## src/rtl/hd_pkg.sv

```systemverilog
// Shared Hamming(7,4) definitions for the pair encoder and the HD decoder.
// Code word bits [6:0] = {p1,p2,p3,x1,x2,x3,x4}.
package hd_pkg;

  localparam int CW_W   = 7;
  localparam int DATA_W = 4;
  localparam int ERR_W  = 3;
  localparam int PAIR_W = 2 * CW_W;

  localparam int P1_BIT = 6;
  localparam int P2_BIT = 5;
  localparam int P3_BIT = 4;
  localparam int X1_BIT = 3;
  localparam int X2_BIT = 2;
  localparam int X3_BIT = 1;
  localparam int X4_BIT = 0;

  typedef enum logic {
    ST_EMPTY = 1'b0,
    ST_HALF  = 1'b1
  } pair_state_e;

  // data = {x1,x2,x3,x4}, x1 in bit 3
  function automatic logic [CW_W-1:0] hamming74_encode(input logic [DATA_W-1:0] data);
    logic [CW_W-1:0] w;
    w         = '0;
    w[X1_BIT] = data[3];
    w[X2_BIT] = data[2];
    w[X3_BIT] = data[1];
    w[X4_BIT] = data[0];
    w[P1_BIT] = data[3] ^ data[2] ^ data[1];
    w[P2_BIT] = data[3] ^ data[2] ^ data[0];
    w[P3_BIT] = data[3] ^ data[1] ^ data[0];
    return w;
  endfunction

  // idx = 0 leaves the word intact; idx = k flips bit k-1
  function automatic logic [CW_W-1:0] inject_err(input logic [CW_W-1:0] word,
                                                 input logic [ERR_W-1:0] idx);
    logic [CW_W-1:0] mask;
    mask = '0;
    if (idx != '0) mask[idx - 3'd1] = 1'b1;
    return word ^ mask;
  endfunction

endpackage

```

## src/rtl/hd_pair_fifo.sv

```systemverilog
// Show-ahead FIFO of DEPTH entries; head is valid whenever empty is low.
module hd_pair_fifo #(
  parameter int DEPTH = 2,
  parameter int W     = 14
) (
  input  logic         clk,
  input  logic         rst_n,
  input  logic         push,
  input  logic [W-1:0] push_data,
  input  logic         pop,
  output logic         full,
  output logic         empty,
  output logic [W-1:0] head
);

  localparam int PTR_W = (DEPTH > 1) ? $clog2(DEPTH) : 1;
  localparam int CNT_W = $clog2(DEPTH + 1);

  logic [W-1:0]     r_mem [DEPTH];
  logic [PTR_W-1:0] r_wr_ptr;
  logic [PTR_W-1:0] r_rd_ptr;
  logic [CNT_W-1:0] r_count;
  logic             w_push;
  logic             w_pop;

  function automatic logic [PTR_W-1:0] next_ptr(input logic [PTR_W-1:0] ptr);
    if (ptr == PTR_W'(DEPTH - 1)) return '0;
    return ptr + PTR_W'(1);
  endfunction

  assign full   = (r_count == CNT_W'(DEPTH));
  assign empty  = (r_count == '0);
  assign w_push = push && !full;
  assign w_pop  = pop && !empty;
  assign head   = r_mem[r_rd_ptr];

  always_ff @(posedge clk or negedge rst_n) begin
    if (!rst_n) begin
      r_wr_ptr <= '0;
      r_rd_ptr <= '0;
      r_count  <= '0;
    end else begin
      if (w_push) r_wr_ptr <= next_ptr(r_wr_ptr);
      if (w_pop)  r_rd_ptr <= next_ptr(r_rd_ptr);
      case ({w_push, w_pop})
        2'b10:   r_count <= r_count + CNT_W'(1);
        2'b01:   r_count <= r_count - CNT_W'(1);
        default: r_count <= r_count;
      endcase
    end
  end

  // Storage needs no reset: nothing reads it until an entry is written
  always_ff @(posedge clk) begin
    if (w_push) r_mem[r_wr_ptr] <= push_data;
  end

endmodule

```

## src/rtl/hd_pair_encoder.sv

```systemverilog
// Encodes nibbles to Hamming(7,4) with optional single-bit error injection,
// pairs consecutive words and queues the pairs for the HD decoder.
module hd_pair_encoder
  import hd_pkg::*;
#(
  parameter int DEPTH = 2
) (
  input  logic              clk,
  input  logic              rst_n,
  input  logic              in_valid,
  output logic              in_ready,
  input  logic [DATA_W-1:0] in_data,
  input  logic [ERR_W-1:0]  in_err,
  output logic              out_valid,
  input  logic              out_ready,
  output logic [CW_W-1:0]   code_word1,
  output logic [CW_W-1:0]   code_word2
);

  pair_state_e       r_state;
  pair_state_e       w_state_next;
  logic [CW_W-1:0]   r_half;
  logic [CW_W-1:0]   w_half_next;
  logic [CW_W-1:0]   w_word;
  logic              w_in_ready;
  logic              w_accept;
  logic              w_push;
  logic              w_full;
  logic              w_empty;
  logic [PAIR_W-1:0] w_head;

  assign w_word     = inject_err(hamming74_encode(in_data), in_err);
  // Registered-only: in EMPTY a nibble is always takeable, even with a full queue
  assign w_in_ready = !((r_state == ST_HALF) && w_full);
  assign w_accept   = in_valid && w_in_ready;
  assign in_ready   = w_in_ready;

  always_ff @(posedge clk or negedge rst_n) begin
    if (!rst_n) begin
      r_state <= ST_EMPTY;
      r_half  <= '0;
    end else begin
      r_state <= w_state_next;
      r_half  <= w_half_next;
    end
  end

  always_comb begin
    w_state_next = r_state;
    w_half_next  = r_half;
    w_push       = 1'b0;
    case (r_state)
      ST_EMPTY: begin
        if (w_accept) begin
          w_half_next  = w_word;
          w_state_next = ST_HALF;
        end
      end
      ST_HALF: begin
        if (w_accept) begin
          w_push       = 1'b1;
          w_state_next = ST_EMPTY;
        end
      end
      default: w_state_next = ST_EMPTY;
    endcase
  end

  hd_pair_fifo #(
    .DEPTH(DEPTH),
    .W    (PAIR_W)
  ) u_fifo (
    .clk      (clk),
    .rst_n    (rst_n),
    .push     (w_push),
    .push_data({r_half, w_word}),
    .pop      (out_ready),
    .full     (w_full),
    .empty    (w_empty),
    .head     (w_head)
  );

  assign out_valid  = !w_empty;
  assign code_word1 = out_valid ? w_head[PAIR_W-1:CW_W] : '0;
  assign code_word2 = out_valid ? w_head[CW_W-1:0]      : '0;

endmodule

```

## config.mk

```make
export PLATFORM = sky130hd
export DESIGN_NAME = hd_pair_encoder
export DESIGN_NICKNAME = d
export VERILOG_FILES = /design/src/rtl/hd_pkg.sv /design/src/rtl/hd_pair_fifo.sv /design/src/rtl/hd_pair_encoder.sv
export SDC_FILE = /design/constraint.sdc
export NUM_CORES = 1
export LEC_CHECK = 0
export BUFFER_PORTS_ARGS = -buffer_cell sky130_fd_sc_hd__buf_2
export CORE_ASPECT_RATIO = 1.5
export CORE_MARGIN = 2
export CORE_UTILIZATION = 30
export CTS_CLUSTER_SIZE = 28
export DETAILED_ROUTE_END_ITERATION = 12
export GPL_TIMING_DRIVEN = 0
export PLACE_DENSITY = 0.54
export SYNTH_ARGS = -nofsm -noshare
export SYNTH_HDL_FRONTEND = slang
export SYNTH_SLANG_ARGS = --single-unit
export TNS_END_PERCENT = 100
```

## constraint.sdc

```tcl
create_clock -name clk -period 2.9 [get_ports clk]
set_input_delay 0.58 -clock clk [delete_from_list [all_inputs] [get_ports clk]]
set_output_delay 0.58 -clock clk [all_outputs]
set_load 0.05 [all_outputs]
```

* After elaboration in Yosys (flattened, before gate mapping)
Memory sizes are Yosys's and may differ from the RTL's.
Cells that the tools add are included.
** Word-level totals
- Bits of input ports :: 11
- Memories kept :: 1
- Bits in latches :: 0
- Register bits after elaboration :: 12
- ROM bits :: 0
- Output and inout bits :: 16
- RAM bits :: 28
** Memories
- u_fifo.r_mem :: words 2, width 14, read ports 1, clocked after memory_dff 0, wr ports 1, RTL line hd_pair_fifo.sv:19 : logic [W-1:0] r_mem [DEPTH];
** Cells by class
- Add/sub/neg operators :: 5
- Shift-type cells :: 0
- Div/mod/pow operators :: 0
- Order comparisons :: 2
- Mux-type cells :: 20
- Multiply operators :: 0
- Eq/ne operators :: 3
- Bitwise operators :: 7
- Reductions and logical operators :: 12
** Operators with widths (number)
- $mux W7 :: 3
- $mux W1 :: 14
- $xor A7 B7 Y7 :: 1
- $logic_and A1 B1 Y1 :: 5
- $xor A1 B1 Y1 :: 5
- $eq A2 B2 Y1 const B :: 2
- $lt A3 B4 Y1 const B :: 1
- $pmux W2 S2 :: 1
- $demux W1 S3 :: 1
- $ge A3 B1 Y1 const B :: 1
- $logic_not A1 Y1 :: 3
- $reduce_bool A3 Y1 :: 1
- $sub A3 B1 Y3 const B :: 1
- $add A1 B1 Y1 const B :: 2
- $add A2 B1 Y2 const B :: 1
- $eq A2 B1 Y1 const B :: 1
- $logic_not A2 Y1 :: 1
- $pmux W1 S2 :: 1
- $reduce_and A2 Y1 :: 1
- $reduce_bool A2 Y1 :: 1
- $sub A2 B1 Y2 const B :: 1
- $not A1 Y1 :: 1

* Logic depth before layout (Yosys ltp)
- Depth in word-level cells :: 9
- Depth in mapped cells :: 9
- Gate-level depth less buffers :: 9

* Hierarchy
Synthesis repeated with hierarchy kept, for this count alone.
** Unflattened totals
- Cells, all modules :: 162
- Area total of the unflattened synthesis :: 2120.8 µm²
** By module, submodules not included
- hd_pair_fifo :: cells an instance 62, times used 1, area an instance 1256.2 µm²
- hd_pair_encoder :: cells an instance 100, times used 1, area an instance 864.6 µm²

* Worst setup path before layout
No wires, ideal clock.
- Path type :: reg2reg
- Start point :: reg u_fifo.r_count[0]
- End point :: mem u_fifo.r_mem[0][0], enable pin
- Cell stages (with the launch flop) :: 7
- Slack :: 0.670 ns
- Data required time :: 2.516 ns
- Library setup time :: 0.384 ns
- Data arrival time :: 1.846 ns
- Cells stage by stage :: dfrtp_1 nand2b_1 or2_2 and2_1 ha_1 nand2_1 nor2_1
** Between the ends
- Longest elaborated chain between the ends :: 9
- Elaborated cells on any way between the ends :: 10
** Ends and longest elaborated chain
- from (decl) :: RTL line hd_pair_fifo.sv:22 : logic [CNT_W-1:0] r_count;
- from (signal assigned) :: RTL line hd_pair_fifo.sv:46 : 2'b10: r_count <= r_count + CNT_W'(1);
- from (signal assigned) :: RTL line hd_pair_fifo.sv:47 : 2'b01: r_count <= r_count - CNT_W'(1);
- from (signal assigned) :: RTL line hd_pair_fifo.sv:48 : default: r_count <= r_count;
- $eq A2 B2 Y1 :: RTL line hd_pair_fifo.sv:31 : assign full = (r_count == CNT_W'(DEPTH));
- $logic_and A1 B1 Y1 :: RTL line hd_pair_encoder.sv:34 : assign w_in_ready = !((r_state == ST_HALF) && w_full);
- $logic_not A1 Y1 :: RTL line hd_pair_encoder.sv:34
- via in_ready :: RTL line hd_pair_encoder.sv:11 : output logic in_ready,
- $logic_and A1 B1 Y1 :: RTL line hd_pair_encoder.sv:35 : assign w_accept = in_valid && w_in_ready;
- $mux W1 :: RTL line hd_pair_encoder.sv:60 : if (w_accept) begin
- $mux W1 :: RTL line hd_pair_encoder.sv:52 : case (r_state)
- $logic_and A1 B1 Y1 :: RTL line hd_pair_fifo.sv:33 : assign w_push = push && !full;
- $mux W1 :: RTL line hd_pair_fifo.sv:55 : if (w_push) r_mem[r_wr_ptr] <= push_data;
- $mux W1 (implied by the code) :: RTL line hd_pair_fifo.sv:55
- to (decl) :: RTL line hd_pair_fifo.sv:19
The timed path passes the listed nets, and every way through them passes these cells.

* Worst setup path after layout
- Start point :: reg u_fifo.r_count[0]
- End point :: out code_word1[4]
** Between the ends
- Longest elaborated chain between the ends :: 2
** Ends and longest elaborated chain
- $logic_not A2 Y1 :: RTL line hd_pair_fifo.sv:32 : assign empty = (r_count == '0);
- $mux W7 :: RTL line hd_pair_encoder.sv:84 : assign code_word1 = out_valid ? w_head[PAIR_W-1:CW_W] : '0;
- to (decl) :: RTL line hd_pair_encoder.sv:16 : output logic [CW_W-1:0] code_word1,
Every way passes these cells.

==> qor.yml <==
clock_tree:
  post_cts_buffers: 0
  clock_latency_ns: 0.28
  cts-resized-gates: 0
  clk_pin_slew_worst_paths_ns: 0.07
  clock-root-buffer: "clkbuf_8"
  cts_tree: "yes"
  cts_made_buffers: 5
  clk_path_buf_depth: 2
  htree_num_levels: 2
  clock_sinks: 40
  hold_buffers: 0
worst_setup_path:
  worstReg2RegEnd: "u_fifo.r_mem[0][2]"
  end_kind: "output pin"
  critical_path_class: "reg2out"
  critPathLaunchType: "flip-flop"
  crit_fanout: 10
  cp.arrival_ns: 1.81
  required_ns: 2.32
  r2r_slack_ns: 0.53
  reg2regPathDepth: 6
  reg2reg_from: "u_fifo.r_count[0]"
sta:
  timing.fmax_mhz: 418
  finalCritPeriodShare_pct: 82.4
  skew_ns: 0.00540
  relSlewSlack_pct: 20.2
  drv_slew: 0
  setup_viol: 0
  timing.final.hold_violations: 0
  setup_tns_ns: 0
  finalCriticalPeriod_ns: 2.39
  tightestPinTransition_ns: 1.19
  rsz0062_at_grt: "no"
synth:
  netlist_instances: 161
  synth_fp_nets: 177
  ys_types: 34
  ys_warn_count: 0
  avgSynthCellArea_um2: 12.5
  ys_seq_area_share_pct: 56.7
  synth.cell_area_mm2: 0.00201
  synth_seq_cells: 40
floorplanning:
  rows: 36
  core_mm2: 0.00649
  start_util_pct: 31.0
  dieArea_mm2: 0.00739
  die_h_um: 104
  io_pins: 27
  die_w_um: 70.9
outcome:
  run_status: "complete, no violations"
finish:
  antenna_cells: 0
  fin_nets: 208
  seq_area_mm2: 0.00114
  stdcell_count: 269
  syn_to_final_growth_pct: 16.0
  drive_gt1_share_pct: 19.2
  fillCellCount: 674
  multi_input_area_um2: 797
power_and_ir_drop:
  p_int_w: 0.00142
  swShare_pct: 43.5
  power_frac_comb_pct: 47.1
  p_per_area_mw_per_mm2: 1080
  peakVddDrop_uv: 289
  switching_power_w: 0.00109
  sequentialPowerShare_pct: 36.2
  clkPwrFrac_pct: 16.7
  p_leak_nw: 0.968
detailed_routing:
  drc: 0
  dr.pass1.iters: 4
  wl_mm: 3.52
  viasPerCell: 4.67
  drt_iter0_drc: 40
  ant_nets: 0
  wl_per_cell_um: 13.1
  detailroute.via_count: 1257
global_routing:
  overflow: 0
  grt.total_usage_pct: 10.2
  grt_first_pass_wirelength_mm: 5.78
  grt_max_degree: 15
  antenna_found_initial: 0
  grt_pass1_vias: 1238
place:
  dp_hpwl_mm: 2.67
  portBuffers: 24
  gp_congestion: 0.787
  dp.cells: 261
hold_path:
  hp-class: "in2async"
job:
  cap_violations: 0
[power by group through the flow]
| stage | registers [W] | logic, W | clock network (W) |
|---|---|---|---|
| final | 0.000909 | 0.00118 | 0.000419 |
| after detailed placement | 0.000925 | 0.00121 | 0 |
| after global routing | 0.000933 | 0.00128 | 0.000463 |
| after CTS | 0.000913 | 0.00121 | 0.000434 |
| after global placement | 0.000919 | 0.00119 | 0 |
| after floorplan | 0.000896 | 0.000962 | 0 |
[sequential cells by signal, indices dropped and copies added (netlist names)]
signal and cells:
r_state 1, u_fifo.r_rd_ptr 1, r_half 7, u_fifo.r_wr_ptr 1
u_fifo.r_mem 28, u_fifo.r_count 2
[cell usage after synthesis (all sizes together)]
master | number | area share [%]
a2111o | 6 | 3.4
a211oi | 1 | 0.62
a21oi | 6 | 1.5
a31oi | 2 | 0.62
and2 | 1 | 0.31
and2b | 1 | 0.44
and3 | 1 | 0.31
buf | 4 | 0.87
clkbuf | 5 | 0.93
dfrtp | 12 | 15
edfxtp | 28 | 42
ha | 5 | 3.1
inv | 10 | 1.9
mux2i | 14 | 7.0
nand2 | 7 | 1.3
nand2b | 6 | 1.9
nand3 | 2 | 0.50
nand4 | 2 | 0.62
nor2 | 17 | 3.2
nor2b | 4 | 1.2
nor3 | 1 | 0.25
nor3b | 1 | 0.37
o2111a | 1 | 0.56
o221ai | 4 | 1.7
o41ai | 1 | 0.44
or2 | 1 | 0.31
or3 | 2 | 0.62
or3b | 1 | 0.44
xnor2 | 4 | 1.7
xnor3 | 1 | 1.2
xor2 | 8 | 3.5
xor3 | 2 | 2.5
[cell type report]
type	count	share of cell area (%)
inverter	10	1.61
tap	76	4.08
timing repair buffer	24	5.15
clock buffer	5	2.95
multi-input combinational	102	34.2
buffer	9	1.55
sequential	40	48.9
clock inverter	3	1.61
[cell families after synthesis]
group | Yosys count | synth area share [%]
mux | 14 | 6.96
flops | 40 | 56.7
fa+ha+maj | 5 | 3.11
buf+inv | 19 | 3.67
xor+xnor | 15 | 8.96
compound gates | 21 | 8.83
simple gates | 47 | 11.8
[routing by layer]
layer	track usage, %	up-vias	part of all wire (%)
met2	18.0	26	53
met4	6.06	0	2.2
met1	10.9	586	42
met5	0	-	0
met3	2.03	4	3.0
li1	-	641	-
[through the flow]
stage | hold WS, ns | total power [W] | worst slack [ns] | area (um2) | utilization (%)
CTS | 0.177 | 0.00256 | 0.418 | 2330 | 36.0
global placement | 0.451 | 0.00211 | 0.471 | 2230 | 34.3
global route | 0.173 | 0.00268 | 0.300 | 2330 | 36.0
floorplan | 0.284 | 0.00186 | 0.670 | 2010 | -
finish | 0.168 | 0.00251 | 0.509 | 2330 | 36.0
detailed placement | 0.466 | 0.00213 | 0.463 | 2230 | 34.3
[placed cells by master (no fill, tap or decap), types with 6 or more instances in the layout]
| cell type | instances |
|---|---|
| a2111o_1 | 6 |
| a21oi_1 | 6 |
| buf_2 | 26 |
| dfrtp_1 | 12 |
| edfxtp_1 | 28 |
| inv_1 | 10 |
| mux2i_1 | 14 |
| nand2_1 | 7 |
| nand2b_1 | 6 |
| nor2_1 | 17 |
| xor2_1 | 8 |
[worst max-delay path by stage]
stage,startpoint,endpoint,slack [ns],cells after the start
floorplan,u_fifo.r_count[0],u_fifo.r_mem[0][0],0.67,6
finish,u_fifo.r_count[0],code_word1[4],0.51,4
global placement,u_fifo.r_count[0],u_fifo.r_mem[0][3],0.47,6
detailed placement,u_fifo.r_count[0],u_fifo.r_mem[0][3],0.46,6
global route,u_fifo.r_count[0],code_word1[5],0.30,4
CTS,u_fifo.r_count[0],code_word1[4],0.42,4
[worst max-delay path: stages (launching register included)]
cell and delay [ns]:
dfrtp_1 0.42, nor2_1 0.37, clkbuf_1 0.41, nor2_1 0.09, buf_2 0.22
Note: power is estimated with default switching activity, not from simulation.
